==> src/rtl/uart_tx_cfg.sv <==
// Parameterised UART transmitter: start bit, DATA_BITS data bits (LSB first),
// optional odd/even parity, 1 or 2 stop bits. Valid/ready load, back-to-back capable.
module uart_tx_cfg #(
  parameter int CLK_FREQ  = 10000000,
  parameter int BAUDRATE  = 115200,
  parameter int DATA_BITS = 8,
  parameter int PARITY    = 0,
  parameter int STOP_BITS = 1
) (
  input  logic                 clk,
  input  logic                 rst_n,
  input  logic [DATA_BITS-1:0] tx_data,
  input  logic                 tx_valid,
  output logic                 tx_ready,
  output logic                 tx,
  output logic                 busy,
  output logic                 tx_done
);

  localparam int CLKS_PER_BIT = CLK_FREQ / BAUDRATE;
  localparam int BAUD_W = (CLKS_PER_BIT > 2) ? $clog2(CLKS_PER_BIT) : 1;
  localparam int BIT_W  = $clog2(DATA_BITS + 1);
  localparam logic [BAUD_W-1:0] BAUD_LAST = BAUD_W'(CLKS_PER_BIT - 1);
  localparam logic [BIT_W-1:0]  DATA_LAST = BIT_W'(DATA_BITS - 1);
  localparam logic [BIT_W-1:0]  STOP_LAST = BIT_W'(STOP_BITS - 1);

  if (CLKS_PER_BIT < 2) begin : g_chk_cpb
    $error("uart_tx_cfg: CLK_FREQ / BAUDRATE must be at least 2");
  end
  if (DATA_BITS < 5 || DATA_BITS > 9) begin : g_chk_data
    $error("uart_tx_cfg: DATA_BITS must be 5..9");
  end
  if (PARITY < 0 || PARITY > 2) begin : g_chk_par
    $error("uart_tx_cfg: PARITY must be 0, 1 or 2");
  end
  if (STOP_BITS < 1 || STOP_BITS > 2) begin : g_chk_stop
    $error("uart_tx_cfg: STOP_BITS must be 1 or 2");
  end

  typedef enum logic [2:0] {IDLE, START, DATA, PAR, STOP} state_t;

  state_t               state_reg, state_next;
  logic [BAUD_W-1:0]    baud_reg, baud_next;
  logic [BIT_W-1:0]     bit_reg, bit_next;
  logic [DATA_BITS-1:0] shift_reg, shift_next;
  logic                 parity_reg, parity_next;
  logic                 tx_reg, tx_next;
  logic                 done_reg, done_next;
  logic                 bit_end, last_stop, handshake;

  assign bit_end   = (baud_reg == BAUD_LAST);
  assign last_stop = (state_reg == STOP) && (bit_reg == STOP_LAST) && bit_end;
  assign tx_ready  = (state_reg == IDLE) || last_stop;
  assign handshake = tx_valid && tx_ready;

  assign tx      = tx_reg;
  assign busy    = (state_reg != IDLE);
  assign tx_done = done_reg;

  always_ff @(posedge clk or negedge rst_n) begin
    if (!rst_n) begin
      state_reg  <= IDLE;
      baud_reg   <= '0;
      bit_reg    <= '0;
      shift_reg  <= '0;
      parity_reg <= 1'b0;
      tx_reg     <= 1'b1;
      done_reg   <= 1'b0;
    end else begin
      state_reg  <= state_next;
      baud_reg   <= baud_next;
      bit_reg    <= bit_next;
      shift_reg  <= shift_next;
      parity_reg <= parity_next;
      tx_reg     <= tx_next;
      done_reg   <= done_next;
    end
  end

  // tx_next is the line level for the bit that state_next represents,
  // so tx is registered yet aligned with the state register.
  always_comb begin
    state_next  = state_reg;
    baud_next   = bit_end ? '0 : baud_reg + 1'b1;
    bit_next    = bit_reg;
    shift_next  = shift_reg;
    parity_next = parity_reg;
    tx_next     = tx_reg;
    done_next   = 1'b0;

    case (state_reg)
      IDLE: begin
        baud_next = '0;
        bit_next  = '0;
        tx_next   = 1'b1;
      end
      START: begin
        if (bit_end) begin
          state_next = DATA;
          bit_next   = '0;
          tx_next    = shift_reg[0];
        end
      end
      DATA: begin
        if (bit_end) begin
          if (bit_reg == DATA_LAST) begin
            bit_next = '0;
            if (PARITY != 0) begin
              state_next = PAR;
              tx_next    = parity_reg;
            end else begin
              state_next = STOP;
              tx_next    = 1'b1;
            end
          end else begin
            bit_next   = bit_reg + 1'b1;
            shift_next = shift_reg >> 1;
            tx_next    = shift_reg[1];
          end
        end
      end
      PAR: begin
        if (bit_end) begin
          state_next = STOP;
          bit_next   = '0;
          tx_next    = 1'b1;
        end
      end
      STOP: begin
        if (bit_end) begin
          if (bit_reg == STOP_LAST) begin
            done_next  = 1'b1;
            state_next = IDLE;
            tx_next    = 1'b1;
          end else begin
            bit_next = bit_reg + 1'b1;
          end
        end
      end
      default: begin
        state_next = IDLE;
        tx_next    = 1'b1;
      end
    endcase

    // Only possible in IDLE or the final stop cycle; overrides the above.
    if (handshake) begin
      state_next  = START;
      baud_next   = '0;
      bit_next    = '0;
      shift_next  = tx_data;
      parity_next = (PARITY == 1) ? ~^tx_data : ^tx_data;
      tx_next     = 1'b0;
    end
  end

endmodule
==> config.mk <==
export PLATFORM = sky130hd
export DESIGN_NAME = uart_tx_cfg
export DESIGN_NICKNAME = d
export VERILOG_FILES = /design/src/rtl/uart_tx_cfg.sv
export SDC_FILE = /design/constraint.sdc
export NUM_CORES = 1
export LEC_CHECK = 0
export ABC_AREA = 1
export BUFFER_PORTS_ARGS = -buffer_cell sky130_fd_sc_hd__buf_2
export CORE_ASPECT_RATIO = 0.9
export CORE_UTILIZATION = 43
export CTS_CLUSTER_DIAMETER = 200
export DETAILED_ROUTE_END_ITERATION = 8
export HOLD_SLACK_MARGIN = 0.05
export SLEW_MARGIN = 5
export SYNTH_ARGS = -nofsm -noshare
export SYNTH_HDL_FRONTEND = slang
export SYNTH_SLANG_ARGS = --single-unit
export TNS_END_PERCENT = 5
==> constraint.sdc <==
create_clock -name clk -period 1.72 [get_ports clk]
set_input_delay 0.344 -clock clk [delete_from_list [all_inputs] [get_ports clk]]
set_output_delay 0.344 -clock clk [all_outputs]
set_load 0.05 [all_outputs]
==> impl_results.md, run 1 <==
- Status: finished, violations left
- Violated checks: negative setup slack
- DR WL/cell: 11.70 um
- Register Area: 603.1 um2
- Via count: 1126
- Minimum clock period: approximately 1.8 ns
- Tot GR Track Use: 18.73%
- CP Data Required Time: 1.38 ns
- Origin of the worst min-delay path: tx_data[7]
- Final-report hold violation count: 0
- M2 GR Usage: 33.33%
- GP Congestion: about 0.75
- Top-count cell post-synth: nand2_1
- Top FF cell, synth: dfrtp_1
- RSZ-0062 raised after global routing: true
- Final WL: 2750 um
- Initial antenna violation count: 0
- Syn Nets: ~180
- Tcrit/Tclk final: 103.5%
- Max FFs per register: 8
- Layout cells sized above 1: ~29%
- Boundary Pins: 15
- Clock-pin slew on the worst setup and hold paths: 0.14 ns
- Number of flops mapped to enable cells by yosys: 0
- Worst slew pin tran: 0.5567 ns
- Area grow syn2layout: 23.92%
- Initial Util: 46.83%
- Share of the synthesized area in the top cell type: between 40% and 50%
- Core area: 2838 um2
- Fin cells: 235
- Final TNS setup: -0.07483 ns
- CTS tree: built
- Area contributors post-synth: dfrtp_1 (43%), nand2_1 (10%), nor2_1 (8.5%), nand3_1 (7.2%), inv_1 (4.0%)
- Fillers: between 200 and 300
- Commonest cells post-synth: nand2_1 (37), nor2_1 (30), dfrtp_1 (23), nand3_1 (19), inv_1 (14)
- Worst min path class: in2reg
- Via density: 4.791
- F_max: 0.5617 GHz
- Final Net Count: 211
- Critical Path AT: between 1 and 1.5 ns
- Unique masters post-synth: 24
- 1st-iter DRT viols: 64
- Terminus of the critical flop-to-flop path: bit_reg[1]
- Async SR Flop Fraction: 100.0%
- Horiz. Die Dim: 60.60 um
- Max VDD drop: 357.2 uV
- Final worst slack: -0.06030 ns
- Worst reg2reg path depth: 11
- Drt pass-1 iters: 6
- Largest net degree at the start of global routing: 25
- Setup crit start kind: flip-flop
- Max FO, Critical Path: 2
- Design area: 1647 um2
- Yosys warnings: 0
- CTS root buffer: clkbuf_4
- Reg2Reg Setup Slack: 0.11 ns
- Met1 Use GR: 23.18%
- Hold Crit Endpoint: shift_reg[7]
- Busiest grt layer: met2
- Number of global-route vias before repair: 1062
- Pre-CTS WS: 0.09873 ns
- Max-slew violation count: 0
- Final ANT Viol Nets: 0
- Rel. slew slack: 62.89%
- Detailed Place HPWL: 1866 um
- DP Area: between 1000 and 1500 um2
- Placed Cells: between 200 and 250
- Cts bufs inserted: 3
- Syn Inst Count: 163
- IO Port Bufs: 14
- Worst hold slack: approximately 0.22 ns
- Core Rows: 18
- DIE AREA: 3317 um2
- First-pass GRT wire length: 4547 um
- Yosys top cell by area: dfrtp_1
- Worst Skew: 0.003533 ns
- GR Util met3: around 2.6%
- Crit end category: output port
- Clock sinks: 24
- Multi-input logic area: 698.2 um2
- Crit Path Category: reg2out
- Final setup fails: 2
- Fraction of the yosys area taken by sequential cells: 45.29%
- CTS H-tree lvls: 1
- Cell Pwr Density: around 550 nW/um2
- DR DRC count: 0
- Power, Total: 0.9016 mW
- Syn_area_per_cell: 8.152 um2
- Worst r2r src: baud_reg[1]
- Worst Hold Depth: 3
- Yosys reg bits: 24
- Leak: 0.8929 nW
- Skew-Pair Late Insertion Delay: approximately 0.32 ns
- Maxcap violations: 0
- Mapped Area: 1329 um2
- Antenna cells: 0
- Die Ht: 54.74 um
- Final Core Density: between 50 and 60%
- GRT overflow: 0
- CTS max path bufs: 2
==> cell usage in the layout, fill, tap and decap left out <==
cell           count
clkbuf_4           3
o21bai_1           1
nor3_1             2
inv_2              3
clkbuf_8           1
nand3_1           18
buf_8              1
dfrtp_2            1
nor2_2             3
dfrtp_1           22
nand2_2            3
xnor2_1            3
dfstp_2            1
inv_1             13
nand2_4            6
nand3_2            2
buf_4             13
o31ai_1            1
o21ai_0            4
buf_2             13
and3_1             1
dlygate4sd3_1      1
ha_1               3
nand3b_1           1
nor2_8             1
nand2_1           35
ha_4               1
nor2_4             3
nor2_1            28
a21oi_1            2
buf_6              1
xor2_1             4
==> layout make-up <==
class | count | area share (%)
clock buffer | 4 | 2.204
inverter | 16 | 3.647
multi-input combinational | 122 | 42.40
sequential | 24 | 36.63
tap | 40 | 3.040
timing repair buffer | 29 | 12.08
==> logic make-up after synthesis <==
kind of cell / synth area share, %
flip-flops: 45.29
AND/OR/NAND/NOR: 37.57
adder cells (fa/ha/maj): 3.767
AO/OA/AOI/OAI: 3.390
buffers and inverters: 5.367
XOR/XNOR: 4.614
==> power by group <==
group          total, mW  internal (mW)  leakage, nW  switching, mW
combinational     0.0252        0.00945        0.588         0.0157
clock              0.312          0.130       0.0210          0.182
sequential         0.564          0.564        0.284              0
total              0.902          0.703        0.893          0.198
==> per-layer routing <==
metal	share of wire (%)	wire length, um
met2	50	1384
met5	0	0
met1	46	1272
met3	2.3	64
met4	1.1	29
==> worst max-delay path by stage <==
stage / from / end / slack, ns
floorplan: baud_reg[1] / bit_reg[2] / 0.12
global placement: baud_reg[1] / tx_ready / 0.11
detailed placement: baud_reg[1] / tx_ready / 0.1
CTS: baud_reg[1] / tx_ready / -0.03
global route: baud_reg[1] / tx_ready / -0.13
finish: baud_reg[1] / tx_ready / -0.06
==> critical path: stages, from the launching register on <==
cell,delay [ns]
dfrtp_1,0.40
inv_1,0.06
ha_1,0.14
nand3_2,0.12
nor2_8,0.13
nand2_4,0.06
nand2_4,0.06
buf_8,0.14
==> repair_timing <==
| action | in CTS | in global routing |
|---|---|---|
| hold buffers | 1 | 0 |
| endpoints found under the hold margin | 23 | 0 |
| pin swaps | 6 | 1 |
| resized for setup | 13 | 3 |
| setup endpoints to repair | 1 | 11 |
| gates cloned | 0 | 0 |
| buffers inserted | 8 | 3 |
No activity file was read; power rests on OpenSTA's default activity.
==> run 2, diff against run 1 <==
--- a/config.mk
+++ b/config.mk
@@ -6,9 +6,10 @@
 export NUM_CORES = 1
 export LEC_CHECK = 0
 export ABC_AREA = 1
+export ABC_CLOCK_PERIOD_IN_PS = 1720
 export BUFFER_PORTS_ARGS = -buffer_cell sky130_fd_sc_hd__buf_2
 export CORE_ASPECT_RATIO = 0.9
-export CORE_UTILIZATION = 43
+export CORE_UTILIZATION = 38
 export CTS_CLUSTER_DIAMETER = 200
 export DETAILED_ROUTE_END_ITERATION = 8
 export HOLD_SLACK_MARGIN = 0.05
==> run 2 against run 1 <==
Against the previous run: the run still ends with negative setup slack left; clock power rose by 60%; core utilization fell by 5.0 points; die area rose by 13%; largest cell class unchanged; worst setup slack improved by 0.045 ns.
==> impl_results.md, run 2 (synthesized netlist as in run 1, its figures left out) <==
- Status: finished, violations left
- Violated checks: negative setup slack
- Core Rows: 19 (+1)
- Most frequent cells in the layout: nand2_1 (35), nor2_1 (29), dfrtp_1 (21)
- CP Data Required Time: 1.38 ns (about the same)
- Initial Util: 41.71% (-5.1 points)
- F_max: 0.5763 GHz (+2.6%)
- Final setup fails: 1 (-1)
- CTS root buffer: clkbuf_8
- Crit Path Category: reg2out
- Leak: 0.9071 nW (+1.6%)
- Fillers: 326 (+16%)
- Slowest cell on crit path: dfrtp_1
- Worst r2r src: baud_reg[1]
- Max FO, Critical Path: 2 (unchanged)
- GP Congestion: 0.7874 (+5.2%)
- Buffers & Inverters on Critical Path: 2 (unchanged)
- Final worst slack: -0.01517 ns (+0.04513 ns)
- Final ANT Viol Nets: 0 (unchanged)
- Drt pass-1 iters: 4 (-2)
- Clock sinks: 24 (unchanged)
- Via count: 1117 (-0.80%)
- Skew-Pair Late Insertion Delay: 0.27 ns (-0.05 ns)
- Max FFs per register: 8 (unchanged)
- Maxcap violations: 0 (unchanged)
- Cell chain of the critical path: inv_2 > ha_4 > nand2_2 > nor2_4 > nand2_4 > nand2_4 > buf_8
- Placed Cells: 219 (unchanged)
- CTS tree: built
- Detailed Place HPWL: 1879 um (+0.66%)
- Power, Total: 1.085 mW (+20%)
- Terminus of the critical flop-to-flop path: bit_reg[3]
- RSZ-0062 raised after global routing: true
- Setup crit start kind: flip-flop
- DR WL/cell: 11.39 um (-2.7%)
- Area grow syn2layout: 27.12%
- Clock-pin slew on the worst setup and hold paths: 0.09 ns (-0.05 ns)
- Final WL: 2699 um (-1.9%)
- Cell Pwr Density: 642.5 nW/um2 (+17%)
- Tot GR Track Use: 16.80% (-1.9 points)
- IO Port Bufs: 14 (unchanged)
- Initial antenna violation count: 0 (unchanged)
- Final Net Count: 211 (unchanged)
- Antenna cells: 0 (unchanged)
- Largest net degree at the start of global routing: 25 (unchanged)
- Max VDD drop: 470.4 uV (+32%)
- Delay of the slowest critical-path stage: 0.41 ns (about the same)
- Rel. slew slack: 63.70% (+0.81 points)
- Critical Path AT: 1.39 ns (-0.05 ns)
- Via density: 4.713 (-1.6%)
- CTS H-tree lvls: 1 (unchanged)
- Worst min path class: in2async
- Tcrit/Tclk final: 100.9% (-2.6 points)
- Fin cells: 237 (+0.85%)
- Number of global-route vias before repair: 1098 (+3.4%)
- Crit end category: output port
- Worst slew pin tran: 0.5445 ns (-0.01217 ns)
- Commonest non-fill, non-tap cell in the layout: nand2_1
- Final-report hold violation count: 0 (unchanged)
- Cts bufs inserted: 3 (unchanged)
- Boundary Pins: 15 (unchanged)
- Worst reg2reg path depth: 11 (unchanged)
- Reg2Reg Setup Slack: 0.12 ns (about the same)
- Die Ht: 58.10 um (+6.1%)
- CP most frequent cell: nand2_4
- Layout cells sized above 1: 30.77% (+2.1 points)
- Horiz. Die Dim: 64.33 um (+6.2%)
- First-pass GRT wire length: 4767 um (+4.8%)
- 1st-iter DRT viols: 23 (-64%)
- DIE AREA: 3738 um2 (+13%)
- Worst Skew: 0.01032 ns (+0.006782 ns)
- Top Family by Delay on Critical Path: flip-flops
- Minimum clock period: 1.735 ns (-0.04513 ns)
- GRT overflow: 0 (unchanged)
- Max-slew violation count: 0 (unchanged)
- CTS max path bufs: 2 (unchanged)
- DR DRC count: 0 (unchanged)
- Core area: 3186 um2 (+12%)
==> run 2: power by group <==
| group | switching (mW) | internal, mW |
|---|---|---|
| Combinational | 0.0149 | 0.00795 |
| Clock | 0.187 | 0.311 |
| Sequential | 0 | 0.564 |
==> run 2: repair_timing <==
| item | 4_1_cts | 5_1_grt |
|---|---|---|
| gates cloned | 0 | 0 |
| hold buffers | 0 | 0 |
| buffers inserted | 9 | 5 |
| endpoints found under the setup margin | 1 | 9 |
| resized for setup | 13 | 6 |
| pin swaps | 5 | 4 |
==> run 2: layout make-up <==
class,count,area [um2],area share [%]
Clock buffer,3,41.29,2.444
Inverter,16,60.06,3.556
Timing Repair Buffer,29,192.7,11.41
Multi-Input combinational cell,122,708.2,41.93
Tap cell,42,52.55,3.111
Clock inverter,1,30.03,1.778
Sequential cell,24,604.3,35.78
==> run 2: metal layers <==
layer / track usage (%) / part of all wire (%) / vias up / wire (um)
met5: 0 / 0 / - / 0
met4: 2.857 / 0.48 / 0 / 13
met3: 4.724 / 3.7 / 2 / 101
met2: 31.88 / 54 / 19 / 1444
met1: 18.91 / 42 / 519 / 1140
li1: - / - / 577 / -
==> run 2: worst max-delay path by stage <==
stage               depth (start not counted)        start  slack, ns         end
floorplan                                  10  baud_reg[1]       0.12  bit_reg[2]
global placement                            7  baud_reg[1]       0.11    tx_ready
detailed placement                          7  baud_reg[1]       0.08    tx_ready
CTS                                         7  baud_reg[1]      -0.04    tx_ready
global route                                7   bit_reg[0]      -0.07    tx_ready
finish                                      7   bit_reg[0]      -0.02    tx_ready
==> run 2: worst reg2reg max path, cell delays in order, from the launching register on <==
cell	delay, ns
dfrtp_1	0.39
inv_1	0.06
ha_2	0.18
nand3_4	0.08
nor2_8	0.11
buf_4	0.18
inv_1	0.08
nand2_4	0.11
nand2_4	0.08
nor2_2	0.13
nand2_1	0.07
nand2_1	0.06
==> run 2: stage by stage <==
step | cell area, um2 | setup WS (ns) | setup TNS, ns | utilization, % | hold slack [ns]
2_1_floorplan | 1329 | 0.1217 | 0 | - | 0.04841
3_3_place_gp | 1448 | 0.1129 | 0 | 45.44 | 0.3577
3_5_place_dp | 1448 | 0.08487 | 0 | 45.44 | 0.3605
4_1_cts | 1630 | -0.03950 | -0.03950 | 51.18 | 0.05657
5_1_grt | 1689 | -0.07358 | -0.1112 | 53.02 | 0.07162
6_report | 1689 | -0.01517 | -0.01517 | 53.02 | 0.04152
==> run 3, diff against run 2 <==
--- a/config.mk
+++ b/config.mk
@@ -5,13 +5,14 @@
 export SDC_FILE = /design/constraint.sdc
 export NUM_CORES = 1
 export LEC_CHECK = 0
-export ABC_AREA = 1
+export ABC_AREA = 0
 export ABC_CLOCK_PERIOD_IN_PS = 1720
 export BUFFER_PORTS_ARGS = -buffer_cell sky130_fd_sc_hd__buf_2
 export CORE_ASPECT_RATIO = 0.9
 export CORE_UTILIZATION = 38
 export CTS_CLUSTER_DIAMETER = 200
 export DETAILED_ROUTE_END_ITERATION = 8
+export GPL_TIMING_DRIVEN = 0
 export HOLD_SLACK_MARGIN = 0.05
 export SLEW_MARGIN = 5
 export SYNTH_ARGS = -nofsm -noshare
==> run 3 against run 2 <==
Against the previous run: the flow still finishes with violations (negative setup slack); sequential share of layout area is 1.3 points higher; first-iteration DRC count is 100% higher; clock power is 2% lower; non-clock buffer count is 5 lower; critical path type unchanged.
==> impl_results.md, run 3 <==
- GRT overflow: 0 (unchanged)
- Final Net Count: 174 (-18%)
- 1st-iter DRT viols: 47 (+100%)
- Via count: 1078 (-3.5%)
- Tot GR Track Use: 15.63% (-1.2 points)
- Critical Path AT: 1.80 ns (+0.41 ns)
- Yosys top cell by area: dfrtp_1
- Core area: 3403 um2 (+6.8%)
- Final setup fails: 14 (+13)
- Most frequent cells in the layout: dfrtp_1 (23), nor2_1 (13), buf_2 (12)
- Setup crit start kind: flip-flop
- Fin cells: 202 (-15%)
- Worst min path class: in2async
- CP Data Required Time: 1.38 ns (about the same)
- Worst slew pin tran: 0.5224 ns (-0.02204 ns)
- Unique masters post-synth: 48 (+100%)
- Top-count cell post-synth: dfrtp_1
- Initial Util: 40.00% (-1.7 points)
- Final ANT Viol Nets: 0 (unchanged)
- Mapped Area: 1361 um2 (+2.4%)
- Crit Path Category: reg2out
- Async SR Flop Fraction: 100.0% (unchanged)
- DIE AREA: 3826 um2 (+2.4%)
- CTS H-tree lvls: 1 (unchanged)
- Via density: 5.337 (+13%)
- Syn Inst Count: 136 (-17%)
- Number of global-route vias before repair: 1032 (-6.0%)
- Largest net degree at the start of global routing: 25 (unchanged)
- Boundary Pins: 15 (unchanged)
- Area grow syn2layout: 19.21%
- Power, Total: 1.079 mW (-0.58%)
- Max-slew violation count: 0 (unchanged)
- Commonest non-fill, non-tap cell in the layout: dfrtp_1
- Final-report hold violation count: 0 (unchanged)
- Maxcap violations: 0 (unchanged)
- Number of flops mapped to enable cells by yosys: 0 (unchanged)
- Violated checks: negative setup slack
- Syn Nets: 151 (-15%)
- Crit end category: output port
- Status: finished, violations left
- CTS max path bufs: 2 (unchanged)
- Final worst slack: -0.4262 ns (-0.4110 ns)
- Rel. slew slack: 65.17% (+1.5 points)
- Final WL: 2730 um (+1.1%)
- GP Congestion: 0.8129 (+3.2%)
- Minimum clock period: 2.146 ns (+0.4110 ns)
- Reg2Reg Setup Slack: -0.29 ns (-0.41 ns)
- Area contributors post-synth: dfrtp_1 (42%), nor2_1 (3.9%), ha_1 (3.7%), mux2i_1 (3.7%), nand3_1 (3.7%)
- Clock-pin slew on the worst setup and hold paths: 0.08 ns (about the same)
- Yosys warnings: 0 (unchanged)
- Leak: 0.7675 nW (-15%)
- Tcrit/Tclk final: 124.8% (+24 points)
- First-pass GRT wire length: 4657 um (-2.3%)
- Initial antenna violation count: 0 (unchanged)
- Cell Pwr Density: 664.8 nW/um2 (+3.5%)
- Clock sinks: 24 (unchanged)
- Core Rows: 20 (+1)
- CTS tree: built
- Horiz. Die Dim: 65.09 um (+1.2%)
- CTS root buffer: clkbuf_8
- Detailed Place HPWL: 1986 um (+5.7%)
- DR DRC count: 0 (unchanged)
- Yosys reg bits: 24 (unchanged)
- Worst Skew: 0.004106 ns (-0.006210 ns)
- Commonest cells post-synth: dfrtp_1 (23), nor2_1 (14), nand3_1 (10), o21ai_0 (9)
- Cts bufs inserted: 3 (unchanged)
- RSZ-0062 raised after global routing: true
- Drt pass-1 iters: 4 (unchanged)
- Antenna cells: 0 (unchanged)
- Fraction of the yosys area taken by sequential cells: 44.21% (-1.1 points)
- Max FFs per register: 8 (unchanged)
- Syn_area_per_cell: 10.01 um2 (+23%)
- F_max: 0.4659 GHz (-19%)
- Top FF cell, synth: dfrtp_1
- IO Port Bufs: 14 (unchanged)
- DR WL/cell: 13.51 um (+19%)
- Final Core Density: 47.68% (-5.3 points)
- Layout cells sized above 1: 24.05% (-6.7 points)
- Share of the synthesized area in the top cell type: 42.28% (-1.0 points)
- Max FO, Critical Path: 6 (+4)
- Placed Cells: 194 (-11%)
- Max VDD drop: 599.0 uV (+27%)
- Die Ht: 58.78 um (+1.2%)
- Skew-Pair Late Insertion Delay: 0.26 ns (about the same)
[run 3: cell types whose count changed after synthesis, sizes merged, moves of 4 or more]
cell / delta
o21ai: +5
nand3: -10
nor2: -21
inv: -10
nor3b: +4
nand2: -38
mux2i: +5
[run 3: worst max-delay path, cell delays in order (launching register included)]
cell and delay, ns:
dfrtp_1 0.39, inv_1 0.06, ha_1 0.13, or3b_4 0.42
o41ai_4 0.25, buf_6 0.15, buf_6 0.14
[run 3: per-layer routing]
layer	vias to the layer above	track usage (%)	share of wire, %
met2	15	25.74	50
li1	534	-	-
met5	-	0	0
met3	2	3.488	3.2
met4	0	2.795	0.48
met1	527	21.39	47
[run 3: final timing paths]
check / from / end / cells after the start
worst min register to register: baud_reg[0] / baud_reg[0] / 1
min in group clk: tx_data[3] / shift_reg[3] / 3
worst max register to register: bit_reg[0] / shift_reg[1] / 8
worst min-delay path: rst_n / tx_done / 1
worst max-delay path: bit_reg[0] / tx_ready / 6
max in group asynchronous: rst_n / tx / 1
[run 3: metrics by stage]
stage	instance area [um2]	hold slack (ns)	setup TNS, ns	setup slack [ns]
2_1_floorplan	1361	0.04841	-0.4302	-0.1741
5_1_grt	1623	0.07723	-3.029	-0.4933
4_1_cts	1615	0.06155	-1.716	-0.4288
3_3_place_gp	1486	0.3543	-1.549	-0.3132
6_report	1623	0.04426	-1.898	-0.4262
3_5_place_dp	1486	0.3566	-2.027	-0.3320
[run 3: timing repair]
item	CTS	global route
gates cloned	0	0
resized for setup	7	2
setup endpoints to repair	15	16
setup buffers	4	0
hold buffers	0	0
[run 3: cells by family (layout without fill, tap and decap cells)]
| logic type | count (synthesis) | count (layout) | share of synthesized area, % |
|---|---|---|---|
| adder cells (fa/ha/maj) | 4 | 4 | 3.677 |
| AO/OA/AOI/OAI | 26 | 26 | 14.98 |
| flip-flops | 24 | 24 | 44.21 |
| buffers and inverters | 12 | 34 | 4.503 |
| AND/OR/NAND/NOR | 58 | 58 | 24.27 |
| XOR/XNOR | 6 | 6 | 3.860 |
| multiplexers | 6 | 6 | 4.504 |
[run 3: area by class of cell]
class	instances	area, um2
inverter	6	22.52
clock buffer	3	41.29
fill	325	1780
buffer	6	41.29
sequential	24	601.8
tap	44	55.05
multi-input combinational	100	721.9
timing repair buffer	18	108.9
clock inverter	1	30.03
[run 3: where the power goes]
group          switching, mW  internal, mW
clock network          0.176         0.311
registers                  0         0.564
logic                 0.0169        0.0113
